### src/rtl/openram_gpio_scan_host.sv
// Host-side GPIO scan initiator: serialises one SRAM command packet into the test chip,
// strobes the SRAM load, then shifts the TOTAL_SIZE-bit response back out of the chip.
module openram_gpio_scan_host #(
  parameter int TOTAL_SIZE = 112,
  parameter int CLK_DIV    = 2
) (
  input  logic                  clk,
  input  logic                  reset_n,
  input  logic                  req_valid,
  output logic                  req_ready,
  input  logic [TOTAL_SIZE-1:0] req_data,
  output logic                  resp_valid,
  input  logic                  resp_ready,
  output logic [TOTAL_SIZE-1:0] resp_data,
  output logic                  busy,
  output logic                  gpio_clk,
  output logic                  gpio_in,
  output logic                  gpio_scan,
  output logic                  gpio_sram_load,
  input  logic                  gpio_out
);

  localparam int CNT_W = $clog2(TOTAL_SIZE + 1);
  localparam int DIV_W = (CLK_DIV > 1) ? $clog2(CLK_DIV) : 1;
  localparam logic [CNT_W-1:0] BIT_LAST = CNT_W'(TOTAL_SIZE);
  localparam logic [DIV_W-1:0] DIV_LAST = DIV_W'(CLK_DIV - 1);

  typedef enum logic [2:0] {
    IDLE,
    SHIFT_IN,
    LOAD,
    CAPTURE,
    SHIFT_OUT,
    DONE
  } state_t;

  state_t                state_reg, state_next;
  logic [DIV_W-1:0]      div_cnt_reg, div_cnt_next;
  logic                  gclk_reg, gclk_next;
  logic [CNT_W-1:0]      bit_cnt_reg, bit_cnt_next;
  logic [TOTAL_SIZE-1:0] tx_shift_reg, tx_shift_next;
  logic [TOTAL_SIZE-1:0] rx_shift_reg, rx_shift_next;
  logic                  gin_reg, gin_next;
  logic                  scan_reg, scan_next;
  logic                  load_reg, load_next;
  logic                  req_ready_reg, req_ready_next;
  logic                  resp_valid_reg, resp_valid_next;
  logic                  busy_reg, busy_next;

  logic running;
  logic tick;
  logic rise;
  logic fall;

  // The scan clock only runs while a packet is in flight; rise/fall mark the clk edge
  // on which gpio_clk changes level.
  assign running = (state_reg != IDLE) && (state_reg != DONE);
  assign tick    = running && (div_cnt_reg == DIV_LAST);
  assign rise    = tick && !gclk_reg;
  assign fall    = tick && gclk_reg;

  always_comb begin
    state_next    = state_reg;
    div_cnt_next  = '0;
    gclk_next     = 1'b0;
    bit_cnt_next  = bit_cnt_reg;
    tx_shift_next = tx_shift_reg;
    rx_shift_next = rx_shift_reg;
    gin_next      = gin_reg;
    scan_next     = scan_reg;
    load_next     = load_reg;

    if (running) begin
      div_cnt_next = tick ? '0 : div_cnt_reg + 1'b1;
      gclk_next    = gclk_reg ^ tick;
    end

    // Rises are counted only in the two shift phases and saturate at TOTAL_SIZE.
    if (rise && (bit_cnt_reg != BIT_LAST) &&
        ((state_reg == SHIFT_IN) || (state_reg == SHIFT_OUT))) begin
      bit_cnt_next = bit_cnt_reg + 1'b1;
    end

    case (state_reg)
      IDLE: begin
        if (req_valid && req_ready_reg) begin
          state_next    = SHIFT_IN;
          tx_shift_next = {req_data[TOTAL_SIZE-2:0], 1'b0};
          gin_next      = req_data[TOTAL_SIZE-1];
          scan_next     = 1'b1;
          load_next     = 1'b0;
          bit_cnt_next  = '0;
        end
      end

      SHIFT_IN: begin
        if (fall) begin
          if (bit_cnt_reg == BIT_LAST) begin
            state_next   = LOAD;
            scan_next    = 1'b0;
            load_next    = 1'b1;
            gin_next     = 1'b0;
            bit_cnt_next = '0;
          end else begin
            gin_next      = tx_shift_reg[TOTAL_SIZE-1];
            tx_shift_next = {tx_shift_reg[TOTAL_SIZE-2:0], 1'b0};
          end
        end
      end

      LOAD: begin
        if (fall) begin
          state_next = CAPTURE;
          load_next  = 1'b0;
        end
      end

      // Quiet period: the chip latches its SRAM read data into the scan chain.
      CAPTURE: begin
        if (fall) begin
          state_next   = SHIFT_OUT;
          scan_next    = 1'b1;
          gin_next     = 1'b0;
          bit_cnt_next = '0;
        end
      end

      SHIFT_OUT: begin
        if (rise) begin
          rx_shift_next = {rx_shift_reg[TOTAL_SIZE-2:0], gpio_out};
        end
        if (fall && (bit_cnt_reg == BIT_LAST)) begin
          state_next   = DONE;
          scan_next    = 1'b0;
          bit_cnt_next = '0;
        end
      end

      DONE: begin
        if (resp_ready) begin
          state_next = IDLE;
        end
      end

      default: begin
        state_next = IDLE;
        scan_next  = 1'b0;
        load_next  = 1'b0;
        gin_next   = 1'b0;
      end
    endcase

    // Handshake flags are registered from the next state so they read 0 during reset
    // and req_ready only appears on the first clk after release.
    req_ready_next  = (state_next == IDLE);
    resp_valid_next = (state_next == DONE);
    busy_next       = (state_next != IDLE);
  end

  always_ff @(posedge clk or negedge reset_n) begin
    if (!reset_n) begin
      state_reg      <= IDLE;
      div_cnt_reg    <= '0;
      gclk_reg       <= 1'b0;
      bit_cnt_reg    <= '0;
      tx_shift_reg   <= '0;
      rx_shift_reg   <= '0;
      gin_reg        <= 1'b0;
      scan_reg       <= 1'b0;
      load_reg       <= 1'b0;
      req_ready_reg  <= 1'b0;
      resp_valid_reg <= 1'b0;
      busy_reg       <= 1'b0;
    end else begin
      state_reg      <= state_next;
      div_cnt_reg    <= div_cnt_next;
      gclk_reg       <= gclk_next;
      bit_cnt_reg    <= bit_cnt_next;
      tx_shift_reg   <= tx_shift_next;
      rx_shift_reg   <= rx_shift_next;
      gin_reg        <= gin_next;
      scan_reg       <= scan_next;
      load_reg       <= load_next;
      req_ready_reg  <= req_ready_next;
      resp_valid_reg <= resp_valid_next;
      busy_reg       <= busy_next;
    end
  end

  assign req_ready      = req_ready_reg;
  assign resp_valid     = resp_valid_reg;
  assign resp_data      = rx_shift_reg;
  assign busy           = busy_reg;
  assign gpio_clk       = gclk_reg;
  assign gpio_in        = gin_reg;
  assign gpio_scan      = scan_reg;
  assign gpio_sram_load = load_reg;

endmodule

### config.mk
export PLATFORM = sky130hd
export DESIGN_NAME = openram_gpio_scan_host
export DESIGN_NICKNAME = d
export VERILOG_FILES = /design/src/rtl/openram_gpio_scan_host.sv
export SDC_FILE = /design/constraint.sdc
export NUM_CORES = 1
export LEC_CHECK = 0
export BUFFER_PORTS_ARGS = -buffer_cell sky130_fd_sc_hd__buf_4
export CORE_ASPECT_RATIO = 0.75
export CORE_UTILIZATION = 30
export DETAILED_ROUTE_END_ITERATION = 8
export HOLD_SLACK_MARGIN = 0.02
export PLACE_DENSITY_LB_ADDON = 0.2
export SYNTH_ARGS = -nofsm -noshare
export SYNTH_HDL_FRONTEND = slang
export SYNTH_SLANG_ARGS = --single-unit
### constraint.sdc
create_clock -name clk -period 6.5 [get_ports clk]
set_input_delay 0.975 -clock clk [delete_from_list [all_inputs] [get_ports clk]]
set_output_delay 0.975 -clock clk [all_outputs]
set_load 0.03 [all_outputs]
; After elaboration in Yosys (flattened, before gate mapping)
; Index checks and enable logic that the tools add are counted.
[totals]
reg_bits = 242
latch_bits = 0
ramBits = 0
mem_bits_ro = 0
input_bits = 117
mem_count = 0
[classes]
n_addsub = 2
n_mul = 0
n_div = 0
order_cmp = 0
n_eq_ne = 16
n_shift = 0
n_mux = 37
n_bitwise = 4
n_reduce_logical = 23
[ops]
columns = cell, count
row1 = two-way mux 112 bit, 3
row2 = case mux 112 bit (2 select lines), 1
row3 = two-way mux 7 bit, 6
row4 = case mux 7 bit (4 select lines), 1
row5 = two-way mux 3 bit, 7
row6 = case mux 3 bit (6 select lines), 1
row7 = two-way mux 1 bit, 15
row8 = "inequality test 2 bit, second input constant", 5
row9 = "== test 3 bit, second input constant", 3
row10 = logical AND 1 bit, 8
row11 = case mux 1 bit (4 select lines), 2
row12 = AND reduction 4 bit, 2
row13 = "adder 7 x 1 -> 7 bit, second input constant", 1
row14 = "== test 7 bit, second input constant", 1
row15 = "inequality test 7 bit, second input constant", 1
row16 = "== test 3 x 2 -> 1 bit, second input constant", 2
row17 = zero test 3 bit, 2
row18 = AND reduction 6 bit, 1
row19 = nonzero test 3 bit, 2
row20 = OR reduction 3 bit, 2
row21 = case mux 1 bit (5 select lines), 1
row22 = AND reduction 5 bit, 1
row23 = "inequality test 2 x 1 -> 1 bit, second input constant", 2
row24 = "== test 3 x 1 -> 1 bit, second input constant", 1
row25 = 9 further kinds, 11

; Logic depth before layout (Yosys ltp)
[logic_depth]
depth_word = 10
depth_mapped = 12
mapped_depth_nobuf = 8

; Worst setup path before layout
; No wires, ideal clock.
[synth_path]
kind = register to register
from = reg state_reg[2]
to = reg rx_shift_reg[0] (netlist: resp_data[0])
t_arrival_ps = 2168
t_required_ps = 6375
slack_ps = 4207
path_stages_with_launch = 12
path_buffers = 4
period_less_slack_ps = 2293
cell_sequence = dfrtp_1 -> buf_2 -> xor2_1 -> nor2_1 -> nor2b_1 -> ha_1 -> nor2b_1 -> and3_1 -> buf_2 -> buf_6 -> buf_6 -> mux2_4
[synth_via]
elab_chain_len = 5
elab_cells_between_ends = 7
classes_between = 2 x eq/ne / 5 x reduce/logical
[synth_lines]
columns = item, line
row1 = from (decl), 37  ; state_t state_reg, state_next;
row2 = from (signal assigned), 175  ; state_reg <= state_next;
row3 = inequality test 3 bit or nonzero test 3 bit (tied branches), 57  ; assign running = (state_reg != IDLE) && (state_reg != DONE);
row4 = logical AND 1 bit, 57
row5 = logical AND 1 bit, 58  ; assign tick = running && (div_cnt_reg == DIV_LAST);
row6 = logical AND 1 bit, 59  ; assign rise = tick && !gclk_reg;
row7 = AND reduction 2 bit (no source line) (*), n/a
row8 = to (signal assigned), 180  ; rx_shift_reg <= rx_shift_next;
row9 = to (decl), 42  ; logic [TOTAL_SIZE-1:0] rx_shift_reg, rx_shift_next;
; Every way passes the cells marked *; elsewhere a longest branch is shown, timed or not.
; A chain may end at the register's enable or synchronous reset.

; Worst setup path in the final report
[layout_path]
from = reg state_reg[0]
to = reg tx_shift_reg[60]
[layout_via]
elab_chain_len = 6
elab_cells_between_ends = 13
classes_between = 5 x eq/ne / 1 x mux / 7 x reduce/logical
[layout_lines]
columns = item, line
row1 = inequality test 3 bit or nonzero test 3 bit (tied branches), 57
row2 = logical AND 1 bit, 57
row3 = logical AND 1 bit, 58
row4 = logical AND 1 bit, 60  ; assign fall = tick && gclk_reg;
row5 = inequality test 2 bit (no source line), n/a
row6 = AND reduction 4 bit (no source line), n/a
row7 = to (signal assigned), 179  ; tx_shift_reg <= tx_shift_next;
row8 = to (decl), 41  ; logic [TOTAL_SIZE-1:0] tx_shift_reg, tx_shift_next;
; Several ways; a longest one is shown, not always the timed one.

==> results.py <==
metrics = {
    "global_routing": {
        "grt_util_all_layers_pct": 13.85,
        "grt_max_degree": 133,
        "overflow": 0,
        "grt_pass1_wl_um": 39470,
        "grt_pass1_vias": 6899,
        "antenna_found_initial": 2,
    },
    "place": {
        "placedCellCount": 1476,
        "numPortBuffers": 235,
        "routabilityCongestion": 0.8027,
        "dp_hpwl_um": 16170,
    },
    "pwr": {
        "power_density_nw_per_um2": 349.6,
        "ir_drop_uv": 197.4,
        "leakage_nw": 6.664,
        "power.total_mw": 4.631,
    },
    "detailed_routing": {
        "vias": 7019,
        "drt_iter0_drc": 461,
        "vias_per_cell": 4.612,
        "remaining_drc_errors": 0,
        "wl_per_cell_um": 16.51,
        "wl_um": 25130,
        "dr.pass1.iters": 5,
        "antenna_left": 0,
    },
    "worst_hold_path": {
        "holdCritPathClass": "flip-flop to flip-flop",
        "whs_path_depth": 1,
    },
    "clocking": {
        "cts_setup_buffers": 0,
        "clock_path_buffers": 3,
        "root_buffer": "clkbuf_16",
        "cts_buffers": 27,
        "clock_latency_ns": 0.54,
        "cts_tree": "built",
        "cts_resized": 0,
        "clock_sinks": 241,
        "ctsHtreeMaxLevel": 1,
        "cts.clk_slew.worst_paths_ns": 0.06,
        "cts_hold_buf": 0,
    },
    "die": {
        "coreArea_um2": 33890,
        "die_w_um": 217.3,
        "dieArea_um2": 35520,
        "initial_core_util_pct": 30.77,
        "fp-row-count": 58,
        "ioPinCount": 236,
        "die_y_um": 163.5,
    },
    "setup_path": {
        "worst_setup_path_start_kind": "flip-flop",
        "cp.arrival_ns": 4.30,
        "critPathRequiredTime_ns": 6.87,
        "crit_type": "flip-flop to flip-flop",
        "end_kind": "flip-flop",
        "path_max_fanout": 88,
        "r2r_cells": 9,
    },
    "synthesis": {
        "netlist_instances": 841,
        "yosysTopAreaCellShare_pct": 57.84,
        "ys_types": 47,
        "netlist_area_um2": 10430,
        "synth_area_leaders": "dfrtp_1 (58%), mux2_4 (12%), o22ai_1 (6.7%)",
        "seq_area_frac_synth_pct": 57.84,
        "ys_ff_latch": 241,
        "ys.flop_type": "dfrtp_1",
        "async_reset_ff_share_pct": 100.0,
        "synth-edff-count": 0,
        "synth_most_common_cell": "dfrtp_1",
        "syn_nets": 962,
        "synth.avg_cell_area_um2": 12.40,
        "synth_top_cell_by_area": "dfrtp_1",
        "yosys_warnings": 0,
        "yosys-top-cells-count": "dfrtp_1 (241), inv_1 (116), o22ai_1 (111)",
    },
    "flow_run": {
        "cap_violations": 0,
    },
    "final_layout": {
        "syn2layout_area_growth_pct": 27.06,
        "diodes": 0,
        "multi_input_area_um2": 3572,
        "postLayoutCoreUtil_pct": 39.09,
        "nets": 1176,
        "fillers": 3275,
        "drive_gt1_share_pct": 39.83,
        "seq_area_um2": 6031,
        "layout.cells.non_filler": 1522,
        "largest_reg_flops": 112,
    },
    "timing": {
        "tightest_slew_ns": 1.073,
        "clock_skew_ns": 0.01377,
        "setup_viol": 0,
        "maxSlewViolCount": 0,
        "final_hold_viol_count": 0,
        "min_period_ns": 3.931,
        "timing.final.crit_share_pct": 60.48,
        "relSlewSlack_pct": 28.49,
        "grt_setup_unrepaired": "false",
        "fmax_ghz": 0.2544,
        "tns_ns": 0,
    },
    "outcome": {
        "status": "complete, no violations",
    },
}
cells by family (layout without fill, tap and decap cells):
logic type,after synthesis,in the layout,synth area share (%)
XOR/XNOR,7,7,0.5880
flip-flops,241,241,57.84
buffers and inverters,173,404,8.159
AO/OA/AOI/OAI,249,249,14.81
adder cells (fa/ha/maj),4,4,0.4800
multiplexers,114,114,15.18
AND/OR/NAND/NOR,53,53,2.952
metal layers:
metal / up-vias / global-route usage [%] / part of all wire, %
li1: 3373 / - / -
met1: 3440 / 20.31 / 48
met2: 168 / 19.81 / 43
met3: 34 / 4.302 / 6.8
met4: 4 / 2.913 / 1.7
met5: - / 0 / 0.099
critical path: stages, from the launching register on:
cell and delay, ns:
dfrtp_1 0.72, xor2_1 0.21, nor2_1 0.24, nor2b_1 0.10
ha_1 0.29, and2_1 0.26, o211ai_4 0.35, and2_4 0.48
buf_4 0.88, a21oi_1 0.18
power by group:
| group | leakage (nW) | total (mW) | switching (mW) | internal, mW |
|---|---|---|---|---|
| logic | 3.39 | 1.13 | 0.677 | 0.454 |
| clock network | 0.403 | 1.42 | 0.604 | 0.818 |
| registers | 2.88 | 2.08 | 0.222 | 1.86 |
cells in the final DEF, fill, tap and decap left out, drive strengths merged, types with 2 or more instances in the layout:
cell    instances
a31oi           3
nand3           3
nor3           11
o22ai         111
nand4           2
nor4            3
nor2b           2
a32o            2
xnor2           6
dfrtp         241
clkbuf         39
nor2            9
a21o            2
inv           118
o21ai           6
nand3b          3
a21oi         114
nand2           8
and3            4
mux2          113
clkinv          5
o211ai          2
nand2b          3
ha              4
buf           241
and2            3
stage by stage:
step	setup WS, ns	instance area [um2]	hold WS (ns)
global route	2.254	13250	0.4417
floorplan	4.207	10430	0.3954
CTS	2.570	13250	0.4230
global placement	2.672	12430	0.4150
detailed placement	2.576	12430	0.4167
finish	2.569	13250	0.4232
area by class of cell:
type	instances	area share [%]
Multi-Input combinational cell	427	26.96
Timing Repair Buffer	241	13.81
Clock buffer	39	5.817
Clock inverter	7	0.3305
Tap cell	450	4.250
Inverter	117	3.315
Sequential cell	241	45.52
path summary, 6_finish.rpt:
check,start,to,slack [ns]
min in group asynchronous,reset_n,tx_shift_reg[69],0.46
min reg2reg,div_cnt_reg,div_cnt_reg,0.42
min,div_cnt_reg,div_cnt_reg,0.42
max reg2reg,state_reg[0],tx_shift_reg[60],2.57
max in group asynchronous,reset_n,resp_data[57],4.83
max,state_reg[0],tx_shift_reg[60],2.57
(Power assumes the default switching activity.)
